[src/rtl/ras_ctrl_pkg.sv]
// Shared configuration and type packages for the fetch-side RAS controller.
// MAX_IDS must match the checkpoint FIFO depth of the ras block.
package taiga_config;
  localparam int MAX_IDS = 8;
endpackage

package taiga_types;
  typedef enum logic [1:0] {NONE, PUSH, POP, POP_PUSH} ras_action_t;
  typedef enum logic {RUN, RECOVER} fsm_t;

  localparam logic [6:0] JAL_T    = 7'b1101111;
  localparam logic [6:0] JALR_T   = 7'b1100111;
  localparam logic [6:0] BRANCH_T = 7'b1100011;

  localparam logic [4:0] LINK_X1 = 5'd1;
  localparam logic [4:0] LINK_X5 = 5'd5;

  function automatic logic is_link(input logic [4:0] r);
    return (r == LINK_X1) || (r == LINK_X5);
  endfunction
endpackage

[src/rtl/ras_ctrl_if.sv]
// Fetch-to-RAS control bus; ras_ctrl drives the strobes, the ras block returns the stack top.
interface ras_interface;
  logic        push;
  logic        pop;
  logic [31:0] new_addr;
  logic        branch_fetched;
  logic        branch_retired;
  logic [31:0] addr;

  modport master (output push, pop, new_addr, branch_fetched, branch_retired, input addr);
  modport slave  (input push, pop, new_addr, branch_fetched, branch_retired, output addr);
endinterface

[src/rtl/ras_ctrl_decode.sv]
// Combinational call/return classifier for 32-bit fetch words.
// RAS_CTRL_COROUTINE_EN selects pop+push for link-to-different-link JALR.
module ras_decode
  import taiga_types::*;
(
  input  logic [31:0]  instr,
  output ras_action_t  action,
  output logic         is_branch
);
  logic [6:0] opcode;
  logic [4:0] rd, rs1;
  logic       rd_link, rs1_link;
  logic       unused_instr;

  assign opcode       = instr[6:0];
  assign rd           = instr[11:7];
  assign rs1          = instr[19:15];
  assign rd_link      = is_link(rd);
  assign rs1_link     = is_link(rs1);
  assign unused_instr = ^{instr[31:20], instr[14:12]};

  always_comb begin
    action    = NONE;
    is_branch = 1'b0;
    case (opcode)
      JAL_T: begin
        is_branch = 1'b1;
        if (rd_link) action = PUSH;
      end
      JALR_T: begin
        is_branch = 1'b1;
        case ({rd_link, rs1_link})
          2'b01: action = POP;
          2'b10: action = PUSH;
          2'b11: begin
            if (rd == rs1) action = PUSH;
            else begin
`ifdef RAS_CTRL_COROUTINE_EN
              action = POP_PUSH;
`else
              action = PUSH;
`endif
            end
          end
          default: action = NONE;
        endcase
      end
      BRANCH_T: is_branch = 1'b1;
      default: ;
    endcase
  end
endmodule

[src/rtl/ras_ctrl.sv]
// Fetch-side RAS driver: decodes accepted words into push/pop strobes and
// bounds speculative branches in flight to the checkpoint FIFO depth.
module ras_ctrl
  import taiga_types::*;
  import taiga_config::*;
(
  input  logic               clk,
  input  logic               rst_n,
  input  logic               fetch_valid,
  output logic               fetch_ready,
  input  logic [31:0]        fetch_pc,
  input  logic [31:0]        fetch_instr,
  input  logic               branch_retire,
  input  logic               gc_fetch_flush,
  output logic               ret_valid,
  output logic [31:0]        ret_target,
  output logic               inflight_err,
  ras_interface.master       ras
);
  localparam int CNT_W = $clog2(MAX_IDS + 1);
  localparam logic [CNT_W-1:0] MAX_CNT = CNT_W'(MAX_IDS);

  fsm_t             state_q, state_d;
  logic [CNT_W-1:0] count_q, count_d;
  logic             err_q;
  ras_action_t      action;
  logic             is_branch;
  logic             blocked, full_stall, accept, retire_ok, inc, dec;

  ras_decode u_decode (
    .instr     (fetch_instr),
    .action    (action),
    .is_branch (is_branch)
  );

  // Flush cycle and the following recovery cycle both drop fetch and retires.
  always_comb begin
    state_d = state_q;
    blocked = 1'b0;
    case (state_q)
      RUN: begin
        if (gc_fetch_flush) begin
          state_d = RECOVER;
          blocked = 1'b1;
        end
      end
      RECOVER: begin
        state_d = RUN;
        blocked = 1'b1;
      end
      default: state_d = RUN;
    endcase
  end

  // A retire in the same cycle frees the slot the new branch needs.
  assign full_stall  = (count_q == MAX_CNT) && is_branch && !branch_retire;
  assign fetch_ready = rst_n && !blocked && !full_stall;
  assign accept      = fetch_valid && fetch_ready;
  assign retire_ok   = branch_retire && !blocked && (count_q != '0);
  assign inc         = accept && is_branch;
  assign dec         = retire_ok;

  assign ras.push           = accept && ((action == PUSH) || (action == POP_PUSH));
  assign ras.pop            = accept && ((action == POP)  || (action == POP_PUSH));
  assign ras.new_addr       = fetch_pc + 32'd4;
  assign ras.branch_fetched = inc;
  assign ras.branch_retired = retire_ok;
  assign ret_valid          = ras.pop;
  assign ret_target         = ras.addr;
  assign inflight_err       = err_q;

  always_comb begin
    count_d = count_q;
    if (blocked) count_d = '0;
    else begin
      case ({inc, dec})
        2'b10:   count_d = count_q + 1'b1;
        2'b01:   count_d = count_q - 1'b1;
        default: count_d = count_q;
      endcase
    end
  end

  always_ff @(posedge clk or negedge rst_n) begin
    if (!rst_n) begin
      state_q <= RUN;
      count_q <= '0;
      err_q   <= 1'b0;
    end else begin
      state_q <= state_d;
      count_q <= count_d;
      if (branch_retire && (count_q == '0)) err_q <= 1'b1;
    end
  end
endmodule

[src/flat_wrapper.sv]
// flat-port wrapper written by rule: the top's interface ports become plain ports
module ras_ctrl_flat import taiga_types::*; import taiga_config::*;
  (clk, rst_n, fetch_valid, fetch_ready, fetch_pc, fetch_instr, branch_retire, gc_fetch_flush, ret_valid, ret_target, inflight_err, ras_push, ras_pop, ras_new_addr, ras_branch_fetched, ras_branch_retired, ras_addr);
  ras_interface ras_i ();
  input  logic clk;
  input  logic rst_n;
  input  logic fetch_valid;
  output logic fetch_ready;
  input  logic [31:0] fetch_pc;
  input  logic [31:0] fetch_instr;
  input  logic branch_retire;
  input  logic gc_fetch_flush;
  output logic ret_valid;
  output logic [31:0] ret_target;
  output logic inflight_err;
  output wire logic [$bits(ras_i.push)-1:0] ras_push;
  output wire logic [$bits(ras_i.pop)-1:0] ras_pop;
  output wire logic [$bits(ras_i.new_addr)-1:0] ras_new_addr;
  output wire logic [$bits(ras_i.branch_fetched)-1:0] ras_branch_fetched;
  output wire logic [$bits(ras_i.branch_retired)-1:0] ras_branch_retired;
  input wire logic [$bits(ras_i.addr)-1:0] ras_addr;
  assign ras_push = ras_i.push;
  assign ras_pop = ras_i.pop;
  assign ras_new_addr = ras_i.new_addr;
  assign ras_branch_fetched = ras_i.branch_fetched;
  assign ras_branch_retired = ras_i.branch_retired;
  assign ras_i.addr = ras_addr;
  ras_ctrl u_core (.clk(clk), .rst_n(rst_n), .fetch_valid(fetch_valid), .fetch_ready(fetch_ready), .fetch_pc(fetch_pc), .fetch_instr(fetch_instr), .branch_retire(branch_retire), .gc_fetch_flush(gc_fetch_flush), .ret_valid(ret_valid), .ret_target(ret_target), .inflight_err(inflight_err), .ras(ras_i));
endmodule
[config.mk]
export PLATFORM = sky130hd
export DESIGN_NAME = ras_ctrl_flat
export DESIGN_NICKNAME = d
export VERILOG_FILES = /design/src/rtl/ras_ctrl_pkg.sv /design/src/rtl/ras_ctrl_if.sv /design/src/rtl/ras_ctrl_decode.sv /design/src/rtl/ras_ctrl.sv /design/src/flat_wrapper.sv
export SDC_FILE = /design/constraint.sdc
export NUM_CORES = 1
export LEC_CHECK = 0
export ABC_AREA = 1
export BUFFER_PORTS_ARGS = -buffer_cell sky130_fd_sc_hd__buf_2
export CORE_MARGIN = 10
export CORE_UTILIZATION = 35
export DETAILED_ROUTE_END_ITERATION = 16
export GPL_TIMING_DRIVEN = 0
export PLACE_DENSITY = 0.91
export SYNTH_ARGS = -nofsm -noshare
export SYNTH_HDL_FRONTEND = slang
export SYNTH_HIERARCHICAL = 1
export SYNTH_SLANG_ARGS = --single-unit
[constraint.sdc]
create_clock -name clk -period 2.4 [get_ports clk]
set_input_delay 0.36 -clock clk [delete_from_list [all_inputs] [get_ports clk]]
set_output_delay 0.36 -clock clk [all_outputs]
set_load 0.01 [all_outputs]
==> out/metrics.yaml, run 1 <==
required_ns: 2.04
path_buf_inv: 3
synthArstFlopShare: 1.000
firstDrtPassIters: 4
path_delay_family: "simple AND/OR/NAND/NOR gates"
dr_wl_met2_mm: 2.734
crit_fanout: 4
synth_common_cells: "nand2_1 (44), buf_4 (35), inv_1 (34), nor2_1 (22), xor2_1 (17)"
dpl.hpwl_mm: 4.902
max_stage_delay_ns: 0.25
reg2reg_slack_ns: 0.38
yosys.area.top_type_share: 0.1736
routabilityCongestion: 0.9051
antenna_found_initial: 0
htreeDepth: 1
yosys-top-cells-area: "buf_4 (17%), nand2_1 (11%), dfrtp_1 (9.9%)"
finalNetCount: 461
ys_ff_latch: 6
reg2reg_to: "u_core/count_q[3]"
cts_root_buf: "clkbuf_8"
hold_viol_final: 0
fillerInstances: 365
highest_layer: "met4"
cp.arrival_ns: 1.94
die_width_um: 85.77
ir_drop_mv: 0.2993
cp_slowest_cell: "nor3_4"
fin_cells: 405
start_util: 0.3705
min_to: "u_core/state_q"
yosys.area.top_type: "buf_4"
synth_nets: 333
ios: 172
r2r-start: "u_core/state_q"
diodes: 0
post-place-cells: 399
worstSetupStartpointType: "primary input"
synth_top_family_by_area: "simple AND/OR/NAND/NOR gates"
ys_types: 31
yosysMostFrequentCell: "nand2_1"
yosys_most_used_dff: "dfrtp_1"
crit_type: "in2out"
final-setup-viol-count: 0
cp-end-kind: "primary output"
postSynthAreaPerCell_um2: 6.611
vias: 1850
synth_xor_area_frac: 0.1612
crit_chain: "buf_2, ha_4, nand3_4, nor2_4, nand2_2, nor2_4, nand4_4, nor3_4, buf_4, xor2_1, buf_2"
worst_slack_ns: 0.09670
max_freq_mhz: 434.2
cts_buffer_depth: 2
pre_cts_ws_ns: 0.1617
yosysWarnings: 6
p_leak_nw: 1.321
grt_max_degree: 7
skew_ns: 0.0002041
synth_sequential_area_ratio: 0.09917
muxShareOfSynthArea: 0
synth-adder-area-share: 0.02479
post-route-period-util: 0.9597
portBuffers: 120
fin_tns_setup_ns: 0
wl_per_cell_um: 13.51
hp-class: "in2reg"
clock_latency_ns: 0.22
min_path_cells: 3
relSlewSlack: 0.7836
via_per_inst: 4.568
drv_cap: 0
finalCriticalPeriod_ns: 2.303
worst_r2r_path_depth: 12
synth_compound_area_frac: 0.02149
grt_pass1_vias: 1984
dieArea_um2: 7356
grt_first_pass_wirelength_mm: 8.328
syn-cell-area_um2: 1514
drive_gt1_frac: 0.5296
min_from: "gc_fetch_flush"
clock-sinks: 6
worst_slew_pin_slew_ns: 0.3213
clk_pin_slew_ns: 0.03
maxSlewViolCount: 0
synth-simple-area-share: 0.4306
syn_inst: 229
power.density_nw_per_um2: 231.9
detail-route-antenna-nets: 0
die_height_um: 85.77
wl_met1_mm: 1.924
wl_met3_um: 730
core_um2: 4086
postLayoutCoreUtil: 0.5557
numCtsBuffers: 3
synth_edf_count: 0
gr-usage-all-layers: 0.1308
synthToLayoutAreaGrowth_pct: 50.00
drc: 0
rows: 23
grt_overflow: 0
cts_tree: "done"
wl_mm: 5.471
drt_iter0_drc: 30
status: "completed"
-- cell type report --
type,instances,area [µm²],share of cell area
timing repair buffer,123,628.1,0.2766
tap,50,62.56,0.02755
sequential,6,150.1,0.06612
buffer,35,262.8,0.1157
multi-input combinational,152,991.0,0.4364
clock buffer,3,41.29,0.01818
inverter,36,135.1,0.05950
-- cells by family (layout without fill, tap and decap cells) --
group,after synthesis,in the layout
AOI/OAI and AO/OA,6,6
xor gates and xnor gates,27,27
and+or+nand+nor,116,116
buffers and inverters,71,197
adders and majority gates,3,3
DFF,6,6
-- worst reg2reg max path: stages (launching register included) --
cell and delay, ns:
dfrtp_1 0.39, nor3b_1 0.24, nand4_1 0.21, nand2_1 0.23
inv_2 0.06, ha_1 0.32, nand2_1 0.06, inv_1 0.05
nand3_1 0.09, nand2_1 0.08, nand2_1 0.05, nand3_1 0.07
nand2_1 0.05
-- sequential cells by signal, indices dropped and copies added (netlist names) --
| register | count |
|---|---|
| u_core/state_q | 1 |
| u_core/inflight_err | 1 |
| u_core/count_q | 4 |
-- power breakdown --
group	switching (mW)	total, mW	internal, mW
logic	0.140	0.274	0.134
clock network	0.0408	0.148	0.107
registers	0.00108	0.104	0.103
-- layout by cell type (no fill, tap or decap), types with 5 or more instances in the layout --
cell type    n
buf_2      119
nand2_1     44
buf_4       38
inv_1       34
nor2_1      22
xor2_1      17
nand3_1     12
xnor2_1      9
nor2_4       6
dfrtp_1      6
nand2_2      5
-- timing repair --
item	CTS	global route
hold buffers	1	0
setup endpoints to repair	0	1
resized for setup	0	5
hold endpoints to repair	6	0
buffers inserted	0	2
-- worst max-delay path by stage --
| stage | slack, ns | start | depth (start not counted) | end |
|---|---|---|---|---|
| 2_1_floorplan | 0.47 | fetch_pc[2] | 9 | ras_new_addr[26] |
| 3_3_place_gp | 0.19 | fetch_pc[2] | 11 | ras_new_addr[26] |
| 3_5_place_dp | 0.16 | fetch_pc[2] | 11 | ras_new_addr[26] |
| 4_1_cts | 0.16 | fetch_pc[2] | 11 | ras_new_addr[26] |
| 5_1_grt | -0.01 | fetch_pc[3] | 11 | ras_new_addr[24] |
| 6_report | 0.1 | fetch_pc[3] | 11 | ras_new_addr[24] |
-- per-layer routing --
metal | vias up | global-route usage
met1 | 793 | 0.1244
li1 | 924 | -
met5 | - | 0
met3 | 10 | 0.06339
met2 | 123 | 0.2405
met4 | 0 | 0.04192
-- metrics by stage --
| step | power [mW] | hold slack [ns] | instance area [µm²] |
|---|---|---|---|
| after floorplan | 0.2432 | 0.06441 | 1514 |
| after global routing | 0.5602 | 0.3796 | 2271 |
| after global placement | 0.3686 | 0.1931 | 2177 |
| after detailed placement | 0.3739 | 0.1954 | 2177 |
| final | 0.5266 | 0.3664 | 2271 |
| after CTS | 0.5266 | 0.3648 | 2228 |
No activity file was read; power rests on OpenSTA's default activity.
==> run 2: changes to the inputs <==
--- a/config.mk
+++ b/config.mk
@@ -12,6 +12,7 @@
 export DETAILED_ROUTE_END_ITERATION = 16
 export GPL_TIMING_DRIVEN = 0
 export PLACE_DENSITY = 0.91
+export REMOVE_ABC_BUFFERS = 1
 export SYNTH_ARGS = -nofsm -noshare
 export SYNTH_HDL_FRONTEND = slang
 export SYNTH_HIERARCHICAL = 1
==> run 2 against run 1 <==
Critical path depth did not move. Register-to-register slack barely moved. Die area did not move. Largest cell class unchanged. Maximum frequency fell by 0.17%. Critical endpoint unchanged. First-iteration DRC count fell by 43%. Sequential cell count did not move. Sequential power barely moved. Final cell count fell by 17%. Worst setup slack got worse by 0.0040 ns. Highest routed layer is now met5.
==> out/metrics.yaml, run 2 (same netlist as run 1, synthesis figures left out) <==
clock-sinks: 6  # unchanged
seq_area_um2: 150.1  # unchanged
final-setup-viol-count: 0  # unchanged
grt_overflow: 0  # unchanged
routabilityCongestion: 0.9847  # was 0.9051
drv_cap: 0  # unchanged
dpl.hpwl_mm: 5.792  # was 4.902 mm
dieArea_um2: 7356  # unchanged
ir_drop_mv: 0.3676  # was 0.2993 mV
layout_commonest_cell: "buf_2"  # unchanged
hold_viol_final: 0  # unchanged
worst_slew_pin_slew_ns: 0.3316  # was 0.3213 ns
worstSetupStartpointType: "primary input"  # unchanged
multi_input_area_um2: 985.9  # was 991.0 µm²
wl_mm: 6.404  # was 5.471 mm
gr-usage-all-layers: 0.1591  # was 0.1308
vias: 1609  # was 1850
finalCriticalPeriod_ns: 2.307  # was 2.303 ns
ios: 172  # unchanged
final_cell_mix: "buf_2 (86), nand2_1 (44), inv_1 (34), nor2_1 (22), xor2_1 (17)"  # was buf_2 (119), nand2_1 (44), buf_4 (38), inv_1 (34), nor2_1 (22)
drt_iter0_drc: 17  # was 30
diodes: 0  # unchanged
fin_tns_setup_ns: 0  # unchanged
finalNetCount: 394  # was 461
core_um2: 4086  # unchanged
p_leak_nw: 1.028  # was 1.321 nW
grt_pass1_vias: 1598  # was 1984
crit_type: "in2out"  # unchanged
start_util: 0.3705  # unchanged
htreeDepth: 1  # unchanged
via_per_inst: 4.760  # was 4.568
cts_tree: "done"  # unchanged
rows: 23  # unchanged
finalPower_mw: 0.4419  # was 0.5266 mW
die_height_um: 85.77  # unchanged
post-route-period-util: 0.9614  # was 0.9597
power.density_nw_per_um2: 239.4  # was 231.9 nW/µm²
required_ns: 2.04  # about the same
cp-end-kind: "primary output"  # unchanged
detail-route-antenna-nets: 0  # unchanged
max_freq_mhz: 433.4  # was 434.2 MHz
clock_latency_ns: 0.22  # about the same
synthToLayoutAreaGrowth_pct: 21.90  # was 50.00%
hold_ws_ns: 0.3677  # was 0.3664 ns
grt_max_degree: 7  # unchanged
grt_first_pass_wirelength_mm: 8.970  # was 8.328 mm
fillerInstances: 394  # was 365
portBuffers: 86  # was 120
maxSlewViolCount: 0  # unchanged
relSlewSlack: 0.7758  # was 0.7836
die_width_um: 85.77  # unchanged
status: "completed"  # unchanged
numCtsBuffers: 3  # unchanged
skew_ns: 0.0003497  # was 0.0002041 ns
drive_gt1_frac: 0.4201  # was 0.5296
drc: 0  # unchanged
cp.arrival_ns: 1.95  # was 1.94 ns
antenna_found_initial: 0  # unchanged
largest_register: "u_core/count_q"  # unchanged
cts_root_buf: "clkbuf_8"  # unchanged
wl_per_cell_um: 18.95  # was 13.51 µm
largest_register_ffs: 4  # unchanged
hp-class: "in2reg"  # unchanged
cts_buffer_depth: 2  # unchanged
firstDrtPassIters: 4  # unchanged
clk_pin_slew_ns: 0.04  # was 0.03 ns
rsz0062_at_grt: "false"
crit_fanout: 4  # unchanged
[run 2: power breakdown]
group | switching (mW) | total, mW | internal [mW]
logic | 0.105 | 0.184 | 0.0794
registers | 0.00101 | 0.104 | 0.103
clock network | 0.0458 | 0.154 | 0.108
[run 2: metrics by stage]
| stage | cells | setup slack [ns] | utilization | instance area, µm² |
|---|---|---|---|---|
| CTS | 334 | 0.08985 | 0.4394 | 1795 |
| detailed placement | 330 | 0.08964 | 0.4268 | 1744 |
| floorplan | 194 | 0.4664 | - | 1251 |
| global route | 338 | 0.005773 | 0.4516 | 1846 |
| finish | 338 | 0.09268 | 0.4516 | 1846 |
| global placement | 330 | 0.1800 | 0.4268 | 1744 |
[run 2: metal layers]
metal  up-vias  GRT usage  part of all wire
li1        789          -                 -
met1       689     0.1520              0.36
met2       123     0.2405              0.42
met3         6     0.1542              0.21
met4         2    0.02695            0.0047
met5         -    0.06993            0.0072
[run 2: path summary, 6_finish.rpt]
| path | depth (start not counted) | start | slack [ns] | endpoint |
|---|---|---|---|---|
| setup reg to reg | 12 | u_core/state_q | 0.37 | u_core/count_q[3] |
| min in group asynchronous | 2 | rst_n | 0.56 | u_core/count_q[0] |
| setup / recovery | 11 | fetch_pc[2] | 0.09 | ras_new_addr[24] |
| hold / removal | 3 | gc_fetch_flush | 0.37 | u_core/state_q |
| hold reg to reg | 1 | u_core/inflight_err | 0.45 | u_core/inflight_err |
| max in group asynchronous | 2 | rst_n | 1.63 | u_core/count_q[3] |
[run 2: cell type report]
| class | count | share of cell area |
|---|---|---|
| multi-input cells | 152 | 0.5342 |
| well taps | 50 | 0.03390 |
| clock buffers | 3 | 0.02237 |
| inverters | 36 | 0.07322 |
| repair buffers | 91 | 0.2549 |
| flip-flops and latches | 6 | 0.08136 |
[run 2: worst max-delay path, cell delays in order]
cell and delay, ns:
buf_2 0.13, ha_4 0.16, nand3_4 0.09, nor2_2 0.10, nand2_2 0.08, nor2_4 0.20
nand4_4 0.13, nor3_4 0.26, buf_4 0.16, xor2_1 0.13, buf_2 0.14
[run 2: timing repair]
action / 4_1_cts / 5_1_grt
resized for setup: 0 / 3
setup endpoints to repair: 0 / 1
hold endpoints to repair: 6 / 0
buffers inserted: 0 / 4
hold buffers: 1 / 0
==> run 3: changes to the inputs <==
--- a/config.mk
+++ b/config.mk
@@ -11,7 +11,7 @@
 export CORE_UTILIZATION = 35
 export DETAILED_ROUTE_END_ITERATION = 16
 export GPL_TIMING_DRIVEN = 0
-export PLACE_DENSITY = 0.91
+export PLACE_DENSITY = 0.84
 export REMOVE_ABC_BUFFERS = 1
 export SYNTH_ARGS = -nofsm -noshare
 export SYNTH_HDL_FRONTEND = slang
==> constraint.sdc (replaced) <==
create_clock -name clk -period 2.7 [get_ports clk]
set_input_delay 0.405 -clock clk [delete_from_list [all_inputs] [get_ports clk]]
set_output_delay 0.405 -clock clk [all_outputs]
set_load 0.01 [all_outputs]
==> run 3 against run 2 <==
The flow now finishes with violations (hold timing). Global-route usage up 0.077 points. First-iteration DRC count up 76%. Sequential power fell by 11%. Die area stayed put. Utilization decreased by 1.5 points. Sequential share of layout area up 0.27 points. Total power decreased by 12%. Cell area down 3.3%. Worst setup slack improved by 0.25 ns.
==> out/metrics.yaml, run 3 (same netlist as run 1, synthesis figures left out) <==
cts_resized: 0  # unchanged
crit_fanout: 4  # unchanged
via_per_inst: 4.694  # was 4.760
die_height_um: 85.77  # unchanged
finalCriticalPeriod_ns: 2.360
fin_tns_setup_ns: 0  # unchanged
drv_cap: 0  # unchanged
ctsHoldBuffers: 0  # was 1
largest_register_ffs: 4  # unchanged
drt_iter0_drc: 30  # was 17
routabilityCongestion: 0.9315  # was 0.9847
cp.arrival_ns: 1.96  # was 1.95 ns
r2r-start: "u_core/state_q"  # unchanged
hold_ws_ns: -0.001213  # was 0.3677 ns
cp-end-kind: "primary output"  # unchanged
maxSlewViolCount: 0  # unchanged
post-place-cells: 330  # unchanged
htreeDepth: 1  # unchanged
crit_start: "fetch_pc[2]"  # unchanged
worstSetupStartpointType: "primary input"  # unchanged
wl_per_cell_um: 19.10  # was 18.95 µm
start_util: 0.3705  # unchanged
detail-route-antenna-nets: 0  # unchanged
diodes: 0  # unchanged
cts_root_buf: "clkbuf_8"  # unchanged
p_seq_frac: 0.238  # was 0.235
relSlewSlack: 0.7744  # was 0.7758
portBuffers: 86  # unchanged
p_leak_nw: 1.002  # was 1.028 nW
dpl_cell_area_um2: 1744  # unchanged
wl_mm: 6.361  # was 6.404 mm
grt_pass1_vias: 1630  # was 1598
die_width_um: 85.77  # unchanged
largest_register: "u_core/count_q"  # unchanged
finalNetCount: 389  # was 394
layout_commonest_cell: "buf_2"  # unchanged
dieArea_um2: 7356  # unchanged
pwr-share-clk: 0.353  # was 0.348
power.density_nw_per_um2: 217.6  # was 239.4 nW/µm²
cp-endpoint: "ras_new_addr[26]"  # was ras_new_addr[24]
max_freq_mhz: 423.7
hold_viol_final: 3  # was 0
p_sw_mw: 0.1330  # was 0.1515 mW
status: "finished, violations left"  # was completed
worst_slack_ns: 0.3400  # was 0.09268 ns
final-setup-viol-count: 0  # unchanged
rsz0062_at_grt: "false"  # unchanged
drive_gt1_frac: 0.4099  # was 0.4201
crit_type: "in2out"  # unchanged
grt_first_pass_wirelength_mm: 9.039  # was 8.970 mm
worst_r2r_path_depth: 12  # unchanged
required_ns: 2.30  # was 2.04 ns
reg2reg_slack_ns: 0.69  # was 0.37 ns
cts_setup_buffers: 0  # unchanged
ios: 172  # unchanged
numCtsBuffers: 3  # unchanged
synthToLayoutAreaGrowth_pct: 17.93  # was 21.90%
clock-sinks: 6  # unchanged
pre_cts_ws_ns: 0.3348  # was 0.08964 ns
intPower_mw: 0.2556  # was 0.2904 mW
dpl.hpwl_mm: 5.967  # was 5.792 mm
grt_max_degree: 8  # was 7
antenna_found_initial: 0  # unchanged
post-route-period-util: 0.8741
fin_area_um2: 1785  # was 1846 µm²
final_cell_mix: "buf_2 (86), nand2_1 (44), inv_1 (34), nor2_1 (22), xor2_1 (17)"  # unchanged
grt_overflow: 0  # unchanged
vias: 1563  # was 1609
core_um2: 4086  # unchanged
reg2reg_to: "u_core/count_q[3]"  # unchanged
cts_buffer_depth: 2  # unchanged
rows: 23  # unchanged
drc: 0  # unchanged
clock_latency_ns: 0.23  # was 0.22 ns
worst_slew_pin_slew_ns: 0.3349  # was 0.3316 ns
switching_share: 0.3422  # was 0.3429
violations: "hold timing"
ir_drop_mv: 0.2610  # was 0.3676 mV
gr-usage-all-layers: 0.1599  # was 0.1591
skew_ns: 0.008304  # was 0.0003497 ns
finalPower_mw: 0.3886  # was 0.4419 mW
hp-class: "in2async"  # was in2reg
firstDrtPassIters: 4  # unchanged
fin_cells: 333  # was 338
clk_pin_slew_ns: 0.04  # about the same
cts_tree: "done"  # unchanged
comb_power_share: 0.409  # was 0.417
[run 3: changes by cell type in the layout (fill, tap and decap cells not counted)]
cell | previous run | this run
buf_4 | 4 | 0
nand3_2 | 2 | 3
dlygate4sd3_1 | 1 | 0
ha_4 | 1 | 0
ha_1 | 2 | 3
nand3_4 | 3 | 2
[run 3: area by class of cell]
| class | instances | area [µm²] |
|---|---|---|
| multi-input cells | 152 | 965.9 |
| repair buffers | 86 | 430.4 |
| clock buffers | 3 | 41.29 |
| well taps | 50 | 62.56 |
| inverters | 36 | 135.1 |
| flip-flops and latches | 6 | 150.1 |
| fillers | 426 | 2301 |
[run 3: critical path: stages]
cell     delay (ns)
buf_2          0.11
ha_1           0.20
nand3_2        0.13
nor2_2         0.11
nand2_2        0.09
nor2_4         0.16
nand4_4        0.13
nor3_4         0.21
nand3_2        0.10
xor2_1         0.14
buf_2          0.15
[run 3: metrics by stage]
stage / utilization / hold WS (ns)
after floorplan: - / 0.1094
after global placement: 0.4268 / 0.2398
after detailed placement: 0.4268 / 0.2431
after CTS: 0.4369 / 0.0004095
after global routing: 0.4369 / 0.007984
final: 0.4369 / -0.001213
[run 3: worst min path at each step]
| stage | start | to | slack, ns | cells after the start |
|---|---|---|---|---|
| 3_3_place_gp | rst_n | u_core/count_q[2] | 0.24 | 1 |
| 4_1_cts | rst_n | u_core/state_q | 0.0004 | 1 |
| 2_1_floorplan | rst_n | u_core/count_q[0] | 0.11 | 0 |
| 5_1_grt | rst_n | u_core/state_q | 0.008 | 1 |
| 3_5_place_dp | rst_n | u_core/state_q | 0.24 | 1 |
| 6_report | rst_n | u_core/state_q | -0.001 | 1 |
[run 3: per-layer routing]
layer,wire [µm],vias to the layer above,part of all wire,global-route usage
met2,2688,127,0.42,0.2527
met4,25,2,0.0039,0.02246
met1,2088,651,0.33,0.1375
met3,1512,4,0.24,0.1693
li1,-,779,-,-
met5,46,-,0.0072,0.06993
[run 3: power groups by stage]
| stage | Clock (mW) | Sequential, mW | Combinational (mW) |
|---|---|---|---|
| after floorplan | 0 | 0.0933 | 0.0709 |
| after global placement | 0 | 0.0934 | 0.156 |
| after detailed placement | 0 | 0.0935 | 0.160 |
| after CTS | 0.140 | 0.0924 | 0.160 |
| after global routing | 0.144 | 0.0923 | 0.175 |
| final | 0.137 | 0.0924 | 0.159 |
